<file path="config.mk">
export PLATFORM = sky130hd
export DESIGN_NAME = lc3_regfile_psr
export DESIGN_NICKNAME = d
export VERILOG_FILES = /design/src/rtl/lc3_rf_pkg.sv /design/src/rtl/lc3_rf_scoreboard.sv /design/src/rtl/lc3_regfile_psr.sv
export SDC_FILE = /design/constraint.sdc
export NUM_CORES = 1
export LEC_CHECK = 0
export BUFFER_PORTS_ARGS = -buffer_cell sky130_fd_sc_hd__buf_2
export CORE_AREA = 2 2 129 131
export DETAILED_ROUTE_END_ITERATION = 16
export DIE_AREA = 0 0 131 133
export PLACE_DENSITY = 0.72
export SYNTH_ARGS = -nofsm -noshare
export SYNTH_HDL_FRONTEND = slang
export SYNTH_SLANG_ARGS = --single-unit
</file>
<file path="constraint.sdc">
create_clock -name clock -period 4.69 [get_ports clock]
set_input_delay 0.7035 -clock clock [delete_from_list [all_inputs] [get_ports clock]]
set_output_delay 0.7035 -clock clock [all_outputs]
set_load 0.01 [all_outputs]
</file>
<file path="src/rtl/lc3_rf_pkg.sv">
// Shared types and constants for the LC-3 register file with PSR.
// Optional write-bypass is enabled by defining LC3_RF_BYPASS_EN.
package lc3_rf_pkg;

  localparam int REG_COUNT  = 8;
  localparam int DATA_WIDTH = 16;
  localparam int REG_IDX_W  = $clog2(REG_COUNT);

  typedef logic [REG_IDX_W-1:0]  reg_idx_t;
  typedef logic [DATA_WIDTH-1:0] word_t;
  typedef logic [2:0]            nzp_t;

  localparam nzp_t PSR_RESET = 3'b010;

  function automatic nzp_t nzp_of(input word_t w);
    if (w[DATA_WIDTH-1]) return 3'b100;
    if (w == '0)         return 3'b010;
    return 3'b001;
  endfunction

endpackage

</file>
<file path="src/rtl/lc3_rf_scoreboard.sv">
// Pending-write scoreboard: pending bits, their popcount and
// the sticky orphan-write flag.
module lc3_rf_scoreboard
  import lc3_rf_pkg::*;
#(
  parameter int NREG = REG_COUNT,
  parameter int IW   = $clog2(NREG),
  parameter int CW   = $clog2(NREG + 1)
) (
  input  logic            clock,
  input  logic            reset,
  input  logic            wr_en_i,
  input  logic [IW-1:0]   wr_idx_i,
  input  logic            mark_en_i,
  input  logic [IW-1:0]   mark_idx_i,
  output logic [NREG-1:0] pending_o,
  output logic [CW-1:0]   count_o,
  output logic            orphan_o
);

  logic [NREG-1:0] pending_q, pending_d;
  logic [CW-1:0]   count_q, count_d;
  logic            orphan_q, orphan_d;

  // Clear first, then set, so a same-cycle mark wins over the write.
  always_comb begin
    pending_d = pending_q;
    orphan_d  = orphan_q;
    if (wr_en_i) begin
      orphan_d            = orphan_q | ~pending_q[wr_idx_i];
      pending_d[wr_idx_i] = 1'b0;
    end
    if (mark_en_i) pending_d[mark_idx_i] = 1'b1;
  end

  always_comb begin
    count_d = '0;
    for (int i = 0; i < NREG; i++) begin
      count_d = count_d + CW'(pending_d[i]);
    end
  end

  always_ff @(posedge clock or posedge reset) begin
    if (reset) begin
      pending_q <= '0;
      count_q   <= '0;
      orphan_q  <= 1'b0;
    end else begin
      pending_q <= pending_d;
      count_q   <= count_d;
      orphan_q  <= orphan_d;
    end
  end

  assign pending_o = pending_q;
  assign count_o   = count_q;
  assign orphan_o  = orphan_q;

endmodule

</file>
<file path="src/rtl/lc3_regfile_psr.sv">
// LC-3 register file with condition codes and pending-write scoreboard.
// Define LC3_RF_BYPASS_EN to forward write-back data to the read ports.
module lc3_regfile_psr
  import lc3_rf_pkg::*;
#(
  parameter int REG_COUNT  = lc3_rf_pkg::REG_COUNT,
  parameter int DATA_WIDTH = lc3_rf_pkg::DATA_WIDTH
) (
  input  logic                         clock,
  input  logic                         reset,
  input  logic                         enable_writeback,
  input  logic [$clog2(REG_COUNT)-1:0] dr,
  input  logic [DATA_WIDTH-1:0]        wb_data,
  input  logic                         mark_valid,
  input  logic [$clog2(REG_COUNT)-1:0] mark_dr,
  input  logic [$clog2(REG_COUNT)-1:0] sr1,
  input  logic [$clog2(REG_COUNT)-1:0] sr2,
  output logic [DATA_WIDTH-1:0]        vsr1,
  output logic [DATA_WIDTH-1:0]        vsr2,
  output logic [2:0]                   psr,
  output logic                         busy_sr1,
  output logic                         busy_sr2,
  output logic [$clog2(REG_COUNT+1)-1:0] pend_count,
  output logic                         wb_orphan
);

  localparam int IW = $clog2(REG_COUNT);
  localparam int CW = $clog2(REG_COUNT + 1);

  logic [DATA_WIDTH-1:0] regs_q [REG_COUNT];
  nzp_t                  psr_q, psr_d;
  logic [REG_COUNT-1:0]  pending;
  logic                  byp1, byp2;

  always_comb begin
    psr_d = psr_q;
    if (enable_writeback) begin
      if (wb_data[DATA_WIDTH-1]) psr_d = 3'b100;
      else if (wb_data == '0)    psr_d = 3'b010;
      else                       psr_d = 3'b001;
    end
  end

  always_ff @(posedge clock or posedge reset) begin
    if (reset) begin
      for (int i = 0; i < REG_COUNT; i++) regs_q[i] <= '0;
      psr_q <= PSR_RESET;
    end else begin
      if (enable_writeback) regs_q[dr] <= wb_data;
      psr_q <= psr_d;
    end
  end

  lc3_rf_scoreboard #(
    .NREG (REG_COUNT),
    .IW   (IW),
    .CW   (CW)
  ) u_sb (
    .clock      (clock),
    .reset      (reset),
    .wr_en_i    (enable_writeback),
    .wr_idx_i   (dr),
    .mark_en_i  (mark_valid),
    .mark_idx_i (mark_dr),
    .pending_o  (pending),
    .count_o    (pend_count),
    .orphan_o   (wb_orphan)
  );

`ifdef LC3_RF_BYPASS_EN
  assign byp1 = enable_writeback && (sr1 == dr);
  assign byp2 = enable_writeback && (sr2 == dr);
`else
  assign byp1 = 1'b0;
  assign byp2 = 1'b0;
`endif

  assign vsr1     = byp1 ? wb_data : regs_q[sr1];
  assign vsr2     = byp2 ? wb_data : regs_q[sr2];
  assign busy_sr1 = pending[sr1] & ~byp1;
  assign busy_sr2 = pending[sr2] & ~byp2;
  assign psr      = psr_q;

endmodule

</file>
## Word level (Yosys, flattened, before mapping)

Index checks and enable logic that the tools add are counted.
Widths: inputs -> output; s select.

| word-level totals | value |
|---|---|
| flip-flop bits (word level) | 144 |
| memories | 0 |
| logic and storage cells | 64 |
| bits of input ports | 32 |
| memory bits (writable) | 0 |
| bits in latches | 0 |
| bits in read-only memories | 0 |

| operators by class | value |
|---|---|
| $lt $le $gt $ge | 10 |
| equality and inequality tests | 0 |
| multipliers | 0 |
| shift-type cells | 0 |
| $add $sub $neg | 7 |
| multiplexer cells | 23 |
| bitwise operators | 8 |
| reduce and logical (&&, ||, !) cells | 4 |
| div/mod/pow operators | 0 |

Operators with widths:

| operator | number |
|---|---|
| $bwmux 128 | 1 |
| $bmux 16 s3 | 2 |
| $mux 16 | 5 |
| $demux 16 s3 | 1 |
| $add 4x1->4 | 6 |
| $logic_not 16->1 | 1 |
| $lt 3x4->1 const B | 4 |
| $mux 8 | 2 |
| $ge 4x4->1 const B | 3 |
| $not 3->4 | 3 |
| $bmux 1 s3 | 3 |
| $and 8x8->8 | 1 |
| $not 8->8 | 1 |
| $or 8x8->8 | 1 |
| $demux 1 s3 | 2 |
| $ge 3x1->1 const B | 2 |
| $mux 1 | 5 |
| $lt 4x1->1 const B | 1 |
| $logic_and 1x1->1 | 3 |
| $mux 3 | 1 |
| $add 1x1->2 | 1 |
| $mux 2 | 1 |
| $not 1->1 | 1 |
| $or 1x1->1 | 1 |

## Depth between registers and ports, before layout

| depth | value |
|---|---|
| depth after elaboration | 16 |
| gate-level depth with buffers | 14 |
| depth with buffers taken out | 12 |

## By module

A second synthesis with hierarchy kept.

| unflattened totals | value |
|---|---|
| cell total of the unflattened synthesis | 485 |
| area total of the unflattened synthesis | 7926.4 um2 |

Modules (own cells, without submodules):

| module | times used | cells an instance | area an instance (um2) |
|---|---|---|---|
| lc3_regfile_psr | 1 | 417 | 7203.2 |
| lc3_rf_scoreboard | 1 | 68 | 723.2 |

## Worst setup path after synthesis

OpenSTA, ideal clock, no wires.

| path | value |
|---|---|
| path kind | input-to-reg |
| start point | in dr[0] |
| end point | reg u_sb.count_q[1] (netlist: u_sb.count_o[1]) |
| buffers on the path | 2 |
| stages on the path | 14 |
| data arrival time | 3.919 ns |
| setup slack | 0.707 ns |
| setup time | 0.064 ns |
| cells stage by stage | buf_6 nand2b_4 nor3_4 buf_6 o32ai_1 ha_1 fa_1 inv_1 fa_1 inv_1 fa_1 inv_1 fa_1 inv_1 |

| on the way | value |
|---|---|
| longest elaborated chain between the ends | 16 |
| elaborated cells between the ends (all ways) | 17 |
| those cells by class | add/sub (7); order compare (2); mux (4); bitwise (3); reduce/logical (1) |

Ends and longest elaborated chain:

| element | line | source |
|---|---|---|
| from (decl) | lc3_regfile_psr.sv:12 | `input logic [$clog2(REG_COUNT)-1:0] dr,` |
| $lt 3x4->1 (not written as such) / $ge 3x1->1 (equally long branches) | lc3_rf_scoreboard.sv:31 | `pending_d[wr_idx_i] = 1'b0;` |
| $logic_and 1x1->1 (not written as such) | lc3_rf_scoreboard.sv:31 |  |
| $mux 1 (not written as such) | lc3_rf_scoreboard.sv:31 |  |
| $demux 1 s3 (*) | -- |  |
| $not 8->8 (no source line) (*) | -- |  |
| $and 8x8->8 (no source line) (*) | -- |  |
| $mux 8 (*) | lc3_rf_scoreboard.sv:29 | `if (wr_en_i) begin` |
| $or 8x8->8 (no source line) | -- |  |
| $mux 8 (*) | lc3_rf_scoreboard.sv:33 | `if (mark_en_i) pending_d[mark_idx_i] = 1'b1;` |
| named net u_sb.pending_d[0] | lc3_rf_scoreboard.sv:21 | `logic [NREG-1:0] pending_q, pending_d;` |
| $add 1x1->2 (*) | lc3_rf_scoreboard.sv:39 | `count_d = count_d + CW'(pending_d[i]);` |
| $add 4x1->4 (*) (6 in a row) | lc3_rf_scoreboard.sv:39 |  |
| named net u_sb.count_d[1] | lc3_rf_scoreboard.sv:22 | `logic [CW-1:0] count_q, count_d;` |
| to (signal assigned) | lc3_rf_scoreboard.sv:50 | `count_q <= count_d;` |
| to (decl) | lc3_rf_scoreboard.sv:22 |  |

The timed path passes the listed nets; every way through them passes the cells marked *.
A chain may end at the register's enable or synchronous reset.

## Final worst setup path

Same ends and word-level chain as after synthesis.

==> impl_metrics.tcl <==
set metrics [dict create \
    status "complete, no violations" \
    synthFlopType "dfrtp_1" \
    slew_headroom 0.351 \
    ys_async_sr_fraction 1.00 \
    p_leak_nw 3.89 \
    criticalPathCategory "in2reg" \
    synth_area_leader_cell "dfrtp_1" \
    cp_slowest_stage_delay_ps 510 \
    switching_power_mw 1.14 \
    die_area_um2 17400 \
    core_area_um2 16200 \
    slew_violations 0 \
    syn_avg_cell_area_um2 16.6 \
    antenna_found_initial 0 \
    place_congestion 0.852 \
    drt_iter0_drc 278 \
    synthesis.nets 518 \
    p_seq_frac 0.422 \
    clock_sinks 144 \
    fin_area_um2 8980 \
    firstDrtPassIters 6 \
    clockBufferDepth 2 \
    grt_setup_unrepaired "false" \
    swShare 0.279 \
    tns_ps 0 \
    ios 74 \
    clock_latency_ps 420 \
    path_clk_slew_ps 60 \
    setup_viol 0 \
    syn_area_um2 7930 \
    grt_max_degree 57 \
    fin_nets 587 \
    wl_per_cell_um 23.1 \
    seq_area_um2 3600 \
    ys_ff_latch 144 \
    cp.arrival_ps 3920 \
    start_kind "primary input" \
    multiInputGateArea_um2 4030 \
    track_usage 0.226 \
    drive_above_1_share 0.574 \
    clock-root-buffer "clkbuf_16" \
    fin_crit_sh 0.759 \
    htreeDepth 4 \
    drc 0 \
    final_cell_mix "mux2_2, dfrtp_1, buf_2, mux4_2, mux4_1" \
    crit_fanout 10 \
    ys_warn_count 0 \
    postRouteAntennaNets 0 \
    slowest_stage "fa_1" \
    power_density_nw_per_um2 452 \
    initial_core_util 0.490 \
    fin_crit_ps 3560 \
    end_kind "register" \
    ys_types 36 \
    netlist_top_cells_area "dfrtp_1, mux2_2, mux4_2" \
    cts_resized 0 \
    p_comb_frac 0.261 \
    dpl_cell_area_um2 8420 \
    dp_cells 749 \
    maxCapViolations 0 \
    nFillCells 1288 \
    die_w_um 131 \
    post_cts_buffers 0 \
    viasPerCell 6.05 \
    critPathRequiredTime_ps 5050 \
    numCtsBuffers 17 \
    diodes 0 \
    stdcell_count 781 \
    synth_top_area_share 0.451 \
    synth_cells 479 \
    io_buffer_count 73 \
    worst_pin_slew_ps 974 \
    yosysSeqAreaShare 0.455 \
    hold_path_class "in2async" \
    timing.rr.start "u_sb.pending_o[1]" \
    grt-ovfl-total 0 \
    timing_hold_violations_final 0 \
    p_int_mw 2.93 \
    fp-row-count 47 \
    grt_pass1_vias 5181 \
    clock_skew_ps 4.08 \
    synth_edf_count 0 \
    vias 4723 \
    dieHeight_um 133 \
    areaGrowthSynthToFinish_pct 13.3 \
    routed_wirelength_mm 18.1 \
    startpoint "dr[0]" \
    dp_hpwl_mm 11.4 \
    fmax_mhz 281 \
    ir_drop_mv 0.234 \
    pwr-share-clk 0.317 \
    layout_commonest_cell "mux2_2" \
    cts_hold_buf 0 \
    cts_tree "built" \
    path_cells "buf_2 > nand2b_4 > nor3_4 > o32ai_1 > ha_1 > fa_1 > inv_1 > fa_1 > inv_1 > fa_1 > inv_1 > fa_1 > inv_1" \
    grt_pass1_wl_mm 29.1 \
]
-- sequential cells by signal, summed over array words and instances (netlist names) --
name and cells:
psr 3, u_sb.pending_o 8, u_sb.count_o 4, u_sb.orphan_o 1, regs_q 128
-- final cells by class --
cell class / count / area share
Sequential cell: 144 / 0.401
Tap cell: 220 / 0.0306
Inverter: 13 / 0.00599
Multi-Input combinational cell: 289 / 0.449
Timing Repair Buffer: 83 / 0.0504
Clock inverter: 11 / 0.00975
Clock buffer: 21 / 0.0535
-- cells in the mapped netlist (3+ instances only) --
library cell    n
mux2_2        157
dfrtp_1       143
mux4_2         38
mux4_1         30
inv_1          13
buf_6          11
buf_2           8
clkbuf_1        8
mux2_1          7
nand2_1         6
nand2b_1        6
buf_4           5
o21ai_0         5
fa_1            4
nor4_1          4
ha_1            3
mux2i_1         3
nand4b_4        3
o22ai_1         3
-- layer usage --
metal / GRT usage / up-vias / share of wire
li1: - / 2030 / -
met1: 0.307 / 2532 / 0.42
met2: 0.372 / 142 / 0.51
met3: 0.0441 / 19 / 0.053
met4: 0.0615 / 0 / 0.015
met5: 0 / - / 0
-- critical path, delay by kind of cell --
family                   cells  cell delay (ps)
AO/OA/AOI/OAI                1              200
buffers and inverters        5              550
adder cells (fa/ha/maj)      5             2180
AND/OR/NAND/NOR              2              290
-- through the flow --
step | hold WS, ps | power (mW) | util | worst slack (ps)
6_report | 325 | 4.06 | 0.556 | 1130
2_1_floorplan | 473 | 2.47 | - | 122
3_5_place_dp | 455 | 2.80 | 0.520 | 686
4_1_cts | 337 | 4.10 | 0.556 | 1150
3_3_place_gp | 453 | 2.72 | 0.520 | 817
5_1_grt | 370 | 4.28 | 0.556 | 1020
-- power groups by stage --
stage | Sequential [mW] | Clock, mW | Combinational [mW]
after detailed placement | 1.73 | 0 | 1.07
final | 1.72 | 1.29 | 1.06
after global routing | 1.75 | 1.37 | 1.16
after global placement | 1.70 | 0 | 1.03
after CTS | 1.71 | 1.31 | 1.08
after floorplan | 1.67 | 0 | 0.802
-- path summary, 6_finish.rpt --
check                                  end  cells past startpoint  slack, ps
max in group asynchronous      regs_q[103]                      3       3250
max                        u_sb.count_o[1]                     13       1130
min reg2reg                  u_sb.orphan_o                      1        460
min                        u_sb.count_o[0]                      2        320
min in group clock           u_sb.orphan_o                      1        460
max reg2reg                u_sb.count_o[1]                     11       1540
-- logic make-up after synthesis --
| family | share of synthesized area |
|---|---|
| fa+ha+maj | 0.0148 |
| xor+xnor | 0.00110 |
| buf+inv | 0.0371 |
| flops | 0.455 |
| simple gates | 0.0344 |
| mux | 0.444 |
| compound gates | 0.0139 |
No activity file was read; power rests on OpenSTA's default activity.
